File: src/rtl/uart_receiver_if.sv
// Read-side port bundle of the UART receiver: FIFO pop handshake, head byte and fill status.
interface uart_receiver_if;
    logic       read_enable;
    logic [5:0] buffer_full_threshold;
    logic [7:0] data_out;
    logic       buffer_empty;
    logic       buffer_full;
    logic [6:0] buffer_count;

    modport master (
        output read_enable, buffer_full_threshold,
        input  data_out, buffer_empty, buffer_full, buffer_count
    );

    modport slave (
        input  read_enable, buffer_full_threshold,
        output data_out, buffer_empty, buffer_full, buffer_count
    );
endinterface

File: src/rtl/uart_receiver.sv
// 8N1 UART receiver with four selectable bit rates feeding a 64-entry
// first-word-fall-through FIFO with a programmable almost-full flag.
module uart_receiver #(
    parameter int DIV_0 = 16,
    parameter int DIV_1 = 32,
    parameter int DIV_2 = 64,
    parameter int DIV_3 = 128
) (
    input  logic           clock,
    input  logic           reset,
    input  logic           serial_in,
    input  logic [1:0]     baudrate_select,
    uart_receiver_if.slave rd,
    output logic           frame_error,
    output logic           overrun
);
    localparam int DMAX01 = (DIV_0 > DIV_1) ? DIV_0 : DIV_1;
    localparam int DMAX23 = (DIV_2 > DIV_3) ? DIV_2 : DIV_3;
    localparam int DMAX   = (DMAX01 > DMAX23) ? DMAX01 : DMAX23;
    localparam int CW     = $clog2(DMAX + 1);

    typedef enum logic [2:0] {WAIT_IDLE, IDLE, START, DATA, STOP} state_t;

    state_t          state, state_n;
    logic [1:0]      sync;
    logic            rx_s;
    logic [CW-1:0]   cyc_cnt, cyc_n;
    logic [CW-1:0]   div_q, div_n, sel_div;
    logic [2:0]      bit_cnt, bit_n;
    logic [7:0]      shift, shift_n;
    logic            push, pop, fe, ov;

    logic [7:0]      mem [64];
    logic [5:0]      wr_ptr, rd_ptr;
    logic [6:0]      count;
    logic [7:0]      dout;

    assign rx_s = sync[1];

    always_comb begin
        case (baudrate_select)
            2'd0:    sel_div = CW'(DIV_0);
            2'd1:    sel_div = CW'(DIV_1);
            2'd2:    sel_div = CW'(DIV_2);
            default: sel_div = CW'(DIV_3);
        endcase
    end

    always_ff @(posedge clock) begin
        if (reset) begin
            sync    <= 2'b11;
            state   <= WAIT_IDLE;
            cyc_cnt <= '0;
            div_q   <= CW'(DIV_0);
            bit_cnt <= '0;
            shift   <= '0;
        end else begin
            sync    <= {sync[0], serial_in};
            state   <= state_n;
            cyc_cnt <= cyc_n;
            div_q   <= div_n;
            bit_cnt <= bit_n;
            shift   <= shift_n;
        end
    end

    // cyc_cnt counts cycles since the last sample point (or since t0), so the
    // first sample lands at D/2 and every later one a full D after it.
    always_comb begin
        state_n = state;
        cyc_n   = cyc_cnt + 1'b1;
        div_n   = div_q;
        bit_n   = bit_cnt;
        shift_n = shift;
        push    = 1'b0;
        fe      = 1'b0;
        ov      = 1'b0;
        case (state)
            WAIT_IDLE: begin
                cyc_n = CW'(1);
                if (rx_s) state_n = IDLE;
            end
            IDLE: begin
                cyc_n = CW'(1);
                bit_n = '0;
                if (!rx_s) begin
                    div_n   = sel_div;
                    state_n = START;
                end
            end
            START: begin
                if (cyc_cnt == (div_q >> 1)) begin
                    cyc_n   = CW'(1);
                    state_n = rx_s ? IDLE : DATA;
                end
            end
            DATA: begin
                if (cyc_cnt == div_q) begin
                    cyc_n   = CW'(1);
                    shift_n = {rx_s, shift[7:1]};
                    bit_n   = bit_cnt + 3'd1;
                    if (bit_cnt == 3'd7) state_n = STOP;
                end
            end
            STOP: begin
                if (cyc_cnt == div_q) begin
                    if (!rx_s) begin
                        fe      = 1'b1;
                        state_n = WAIT_IDLE;
                    end else if (count == 7'd64 && !rd.read_enable) begin
                        ov      = 1'b1;
                        state_n = IDLE;
                    end else begin
                        push    = 1'b1;
                        state_n = IDLE;
                    end
                end
            end
            default: state_n = WAIT_IDLE;
        endcase
        if (reset) begin
            push = 1'b0;
            fe   = 1'b0;
            ov   = 1'b0;
        end
    end

    assign frame_error = fe;
    assign overrun     = ov;
    assign pop         = rd.read_enable && (count != 7'd0) && !reset;

    always_ff @(posedge clock) begin
        if (push) mem[wr_ptr] <= shift;
    end

    // dout mirrors the head entry; it only changes when the head itself changes,
    // so it keeps the last popped byte once the FIFO drains.
    always_ff @(posedge clock) begin
        if (reset) begin
            wr_ptr <= '0;
            rd_ptr <= '0;
            count  <= '0;
            dout   <= '0;
        end else begin
            if (push) wr_ptr <= wr_ptr + 6'd1;
            if (pop)  rd_ptr <= rd_ptr + 6'd1;
            case ({push, pop})
                2'b10:   count <= count + 7'd1;
                2'b01:   count <= count - 7'd1;
                default: count <= count;
            endcase
            if (pop && count > 7'd1)
                dout <= mem[rd_ptr + 6'd1];
            else if (push && (count == 7'd0 || (pop && count == 7'd1)))
                dout <= shift;
        end
    end

    assign rd.data_out     = dout;
    assign rd.buffer_empty = (count == 7'd0);
    assign rd.buffer_full  = (count >= {1'b0, rd.buffer_full_threshold});
    assign rd.buffer_count = count;
endmodule
File: src/flat_wrapper.sv
// flat-port wrapper written by rule: the top's interface ports become plain ports
module uart_receiver_flat 
#(
    parameter int DIV_0 = 16,
    parameter int DIV_1 = 32,
    parameter int DIV_2 = 64,
    parameter int DIV_3 = 128
)
  (clock, reset, serial_in, baudrate_select, frame_error, overrun, rd_read_enable, rd_buffer_full_threshold, rd_data_out, rd_buffer_empty, rd_buffer_full, rd_buffer_count);
  uart_receiver_if rd_i ();
  input  logic clock;
  input  logic reset;
  input  logic serial_in;
  input  logic [1:0] baudrate_select;
  output logic frame_error;
  output logic overrun;
  input wire logic [$bits(rd_i.read_enable)-1:0] rd_read_enable;
  input wire logic [$bits(rd_i.buffer_full_threshold)-1:0] rd_buffer_full_threshold;
  output wire logic [$bits(rd_i.data_out)-1:0] rd_data_out;
  output wire logic [$bits(rd_i.buffer_empty)-1:0] rd_buffer_empty;
  output wire logic [$bits(rd_i.buffer_full)-1:0] rd_buffer_full;
  output wire logic [$bits(rd_i.buffer_count)-1:0] rd_buffer_count;
  assign rd_i.read_enable = rd_read_enable;
  assign rd_i.buffer_full_threshold = rd_buffer_full_threshold;
  assign rd_data_out = rd_i.data_out;
  assign rd_buffer_empty = rd_i.buffer_empty;
  assign rd_buffer_full = rd_i.buffer_full;
  assign rd_buffer_count = rd_i.buffer_count;
  uart_receiver #(.DIV_0(DIV_0), .DIV_1(DIV_1), .DIV_2(DIV_2), .DIV_3(DIV_3)) u_core (.clock(clock), .reset(reset), .serial_in(serial_in), .baudrate_select(baudrate_select), .rd(rd_i), .frame_error(frame_error), .overrun(overrun));
endmodule
File: config.mk
export PLATFORM = sky130hd
export DESIGN_NAME = uart_receiver_flat
export DESIGN_NICKNAME = d
export VERILOG_FILES = /design/src/rtl/uart_receiver_if.sv /design/src/rtl/uart_receiver.sv /design/src/flat_wrapper.sv
export SDC_FILE = /design/constraint.sdc
export NUM_CORES = 1
export LEC_CHECK = 0
export CAP_MARGIN = 20
export CORE_MARGIN = 2
export CORE_UTILIZATION = 35
export CTS_CLUSTER_SIZE = 24
export DETAILED_ROUTE_END_ITERATION = 8
export DONT_BUFFER_PORTS = 1
export PLACE_DENSITY = 0.53
export SLEW_MARGIN = 20
export SYNTH_ARGS = -nofsm -noshare
export SYNTH_HDL_FRONTEND = slang
export SYNTH_SLANG_ARGS = --single-unit
export TNS_END_PERCENT = 20
File: constraint.sdc
create_clock -name clock -period 3 [get_ports clock]
set_input_delay 0.3 -clock clock [delete_from_list [all_inputs] [get_ports clock]]
set_output_delay 0.3 -clock clock [all_outputs]
set_load 0.02 [all_outputs]
==> results.txt <==
The area share of the largest cell type after synthesis came out at between 60% and 70%. The total number of vias is 12300. The initial antenna violation count came out at 1.

The synthesized area divided by synthesized cell count is 17.2 µm². For hold timing, the worst endpoint is u_core.rd_ptr[0]. The achievable frequency came out at between 300 and 400 MHz.

The number of failing setup endpoints in the final timing report came out at 0. The total power of the final layout is 15700 µW. The minimum setup slack among reg-to-reg paths is around 140 ps. The worst hold path stage count came out at 4. The die covers 67800 µm².

Of all cell types, the one taking the most synthesized area is edfxtp_1. The largest driver fanout on the critical path is 8. The number of standard cells after synthesis came out at 1336.

The initialized floorplan defines between 90 and 100 standard-cell rows. At the pin with the least slew margin, the transition time is 918 ps. Traced cell by cell, the critical path runs through or4b_4 -> a21oi_1 -> and4_1 -> inv_1 -> nor2_2 -> nand3_2 -> buf_4 -> nor2_1 -> buf_4.

The area of the mapped netlist is 23000 µm². The number of flops mapped to enable cells by yosys came out at 512. In this run the clock root is driven by a clkbuf_16.

Setup repair after global routing could not meet its margin everywhere. In this run the count of I/O pins placed on the die edge is 31. For this run, the leading register cell type out of synthesis is edfxtp_1. The die is 260 µm tall. Once the floorplan was initialized, standard cells occupied a little over a third of the core. The placed wire-length estimate came out at about 35000 µm. The total overflow left after global routing is 0. The clock net in this run drives a total of 567 sinks.

Clock latency on the worst-skew pair, taken at its later pin, is 650 ps. The average vias per placed instance came out at ~5.2. During placement, the flow inserted port buffers numbering 0. The minimum period implied by the final worst setup slack came out at 2860 ps.

In this run the remaining antenna-violating nets after routing total 0. The area of the core came out at roughly 65000 µm². The critical hold path startpoint is rd_read_enable.

The run finished with clean final reports. The antenna diode count is 0. The clock-pin transition on the worst setup and hold timing paths is 70 ps.

The sequential cell area fraction in the yosys report came out at 71.6%. The number of failing hold endpoints at the final stage came out at 0. The number of DRC violations after detailed routing is 0. The first global-routing pass estimated approximately 80000 µm of wire.

The worst slew slack as a fraction of its limit is 38.8%. The count of different cell masters after synthesis came out at 65. The launching instance or port of the critical path is u_core.state[1]. The part of the cycle the worst path needs came out at 95.3%. Of all flip-flops after synthesis, the portion carrying an async set or reset was 0%.

The element type at the critical path end is a flop. The aggregate global-route resource usage is 16.4%. In the post-route analysis, the smallest setup slack over all paths is 140 ps. Synthesis produced a netlist with a net count of 1365. The worst hold slack came out at 166 ps.

The startpoint identified for the worst register-to-register timing path is u_core.state[1]. The type of the worst min-delay path is primary input to flop. Buffers added to address setup during post-CTS repair amount to 0. The detail-routed net length per standard cell came out at 22.9 µm. The number of pins exceeding their max-slew limit in the final report came out at 0. The worst register-to-register path ends at u_core.mem[35][2]. The clock buffer count from CTS came out at approximately 60. Sorting the synthesized cells by area gives the leading types as edfxtp_1 67%, mux4_2 12%, dfxtp_1 4.8%, mux2i_1 2.7%, nand2_1 1.9%.

The number of buffers on the longest clock path came out at 3. The slowest stage of the critical path is the or4b_4 cell. The analysis attributes to cell leakage a power of a little under 0.009 µW. The peak supply drop came out at approximately 440 µV. The largest net degree at the start of global routing came out at a little under 60. Routability-driven placement finished with a final weighted congestion of a little over 0.8. The arrival time at the worst endpoint came out at 3150 ps. The signed area change from the synthesized netlist to the final layout came out at 17.2%. The H-tree level count came out at 2. The Yosys step of the flow raised 0 warnings. TritonCTS built the clock tree.

The via count of the first global-routing pass came out at 12400. The number of detailed-route iterations in the first pass came out at 7. The total number of nets in the final design came out at 1503.

The data required time of the critical path came out at 3290 ps. The pre-CTS worst setup slack came out at 171 ps. The detailed router's first-iteration violation count came out at 1062. The die is 260 µm wide. The cell depth of the worst flop-to-flop path came out at 9.

Once layout is complete, the utilization of the core stands at 41.3%. The total power density per cell area is 582 nW/µm². STA classifies the critical path startpoint as a flop. The worst clock skew is 58.0 ps. The maximum single-stage delay on the critical path came out at 570 ps. The share of cells above drive strength 1 is about a quarter. Synthesis inferred 567 register bits.

The total wire length came out at 54700 µm. The startpoint-to-endpoint class of the critical path is flop to flop. The max capacitance violation total came out at 0. The most frequent cell on the critical path is buf_4.
metrics by stage:
stage / instance area (µm²) / std cells / setup TNS (ps)
after floorplan: 23000 / 1336 / 0
after global placement: 25000 / 2270 / 0
after detailed placement: 25000 / 2270 / 0
after CTS: 27000 / 2387 / 0
after global routing: 27000 / 2387 / -5.31
final: 27000 / 2387 / 0
worst max-delay path by stage:
stage                     cells after the start  slack, ps                   endpoint
after floorplan                              13         40  u_core.rd.buffer_count[5]
after global placement                       13        210  u_core.rd.buffer_count[5]
after detailed placement                      8        170      u_core.rd.data_out[0]
after CTS                                     8        110             rd_buffer_full
after global routing                          9         -3          u_core.mem[28][0]
final                                         9        140          u_core.mem[35][2]
what timing repair did:
item / in CTS / in global routing
hold buffers: 7 / 0
hold endpoints to repair: 55 / 0
endpoints found under the setup margin: 0 / 4
gates resized for setup: 0 / 3
flip-flops by register name (all words and copies together), names as in the netlist:
register and flops:
u_core.mem 512, u_core.state 3, u_core.rd.buffer_count 7, u_core.rd_ptr 6, u_core.shift 8, u_core.sync 2
u_core.div_q 4, u_core.rd.data_out 8, u_core.bit_cnt 3, u_core.cyc_cnt 8, u_core.wr_ptr 6
synth_stat cells, types with 7 or more instances:
cell      count
a21oi_1      39
a31oi_1       7
a32oi_1       7
buf_2        25
buf_4        11
clkbuf_1     26
dfxtp_1      55
edfxtp_1    512
ha_1         17
inv_1        14
mux2i_1      61
mux4_2      120
nand2_1     116
nand3_1      29
nand4_1       8
nor2_1      108
nor2b_1       9
nor3_1       12
o21ai_0      20
o22ai_1       7
or3_1         7
xnor2_1      11
xor2_1       20
final cells by class:
class | instances | area (µm²)
Timing Repair Buffer | 150 | 1300
Sequential cell | 567 | 16500
Tap cell | 864 | 1080
Clock inverter | 34 | 327
Clock buffer | 76 | 1580
Multi-Input combinational cell | 681 | 6150
Inverter | 15 | 56.3
Fill cell | 5907 | 38400
logic make-up (layout without fill, tap and decap cells):
family / after synthesis / after routing / synth area share, %
flip-flops: 567 / 567 / 71.6
AND/OR/NAND/NOR: 338 / 338 / 6.81
multiplexers: 182 / 182 / 14.4
AO/OA/AOI/OAI: 112 / 112 / 3.12
buffers and inverters: 88 / 275 / 1.89
XOR/XNOR: 32 / 32 / 1.25
adder cells (fa/ha/maj): 17 / 17 / 0.924
placed cells by master, fill, tap and decap left out, drive strengths merged, types with 6 or more instances in the layout:
cell         instances
xor2                21
o21ai               21
edfxtp             512
nor2b                9
buf                144
clkinvlp             7
a32oi                7
or3                  7
a31oi                7
mux2i               61
a21oi               39
nor2               109
xnor2               11
o22ai                7
inv                 17
mux4               120
nand4                9
or2                  7
ha                  17
clkbuf              76
nand2              116
nand3               30
dfxtp               55
clkinv              21
dlygate4sd3          6
nor3                12
power breakdown:
| part | total [µW] | internal (µW) | leakage, µW | switching (µW) |
|---|---|---|---|---|
| registers | 8490 | 8480 | 0.00519 | 5.12 |
| clock network | 7130 | 4080 | 0.000908 | 3060 |
| logic | 81.5 | 33.9 | 0.00264 | 47.7 |
routing by layer:
| metal | wire length, µm | track usage, % | vias up |
|---|---|---|---|
| met5 | 0 | 0 | - |
| met1 | 24200 | 22.9 | 6350 |
| met3 | 3240 | 2.80 | 72 |
| met4 | 1300 | 4.95 | 0 |
| li1 | - | - | 5529 |
| met2 | 26000 | 26.3 | 363 |
critical path, delay by kind of cell (launching register included):
| family | cells | cell delay, ps |
|---|---|---|
| buffers and inverters | 3 | 590 |
| AND/OR/NAND/NOR | 5 | 1410 |
| flip-flops | 1 | 380 |
| AO/OA/AOI/OAI | 1 | 130 |
(Power assumes the default switching activity.)
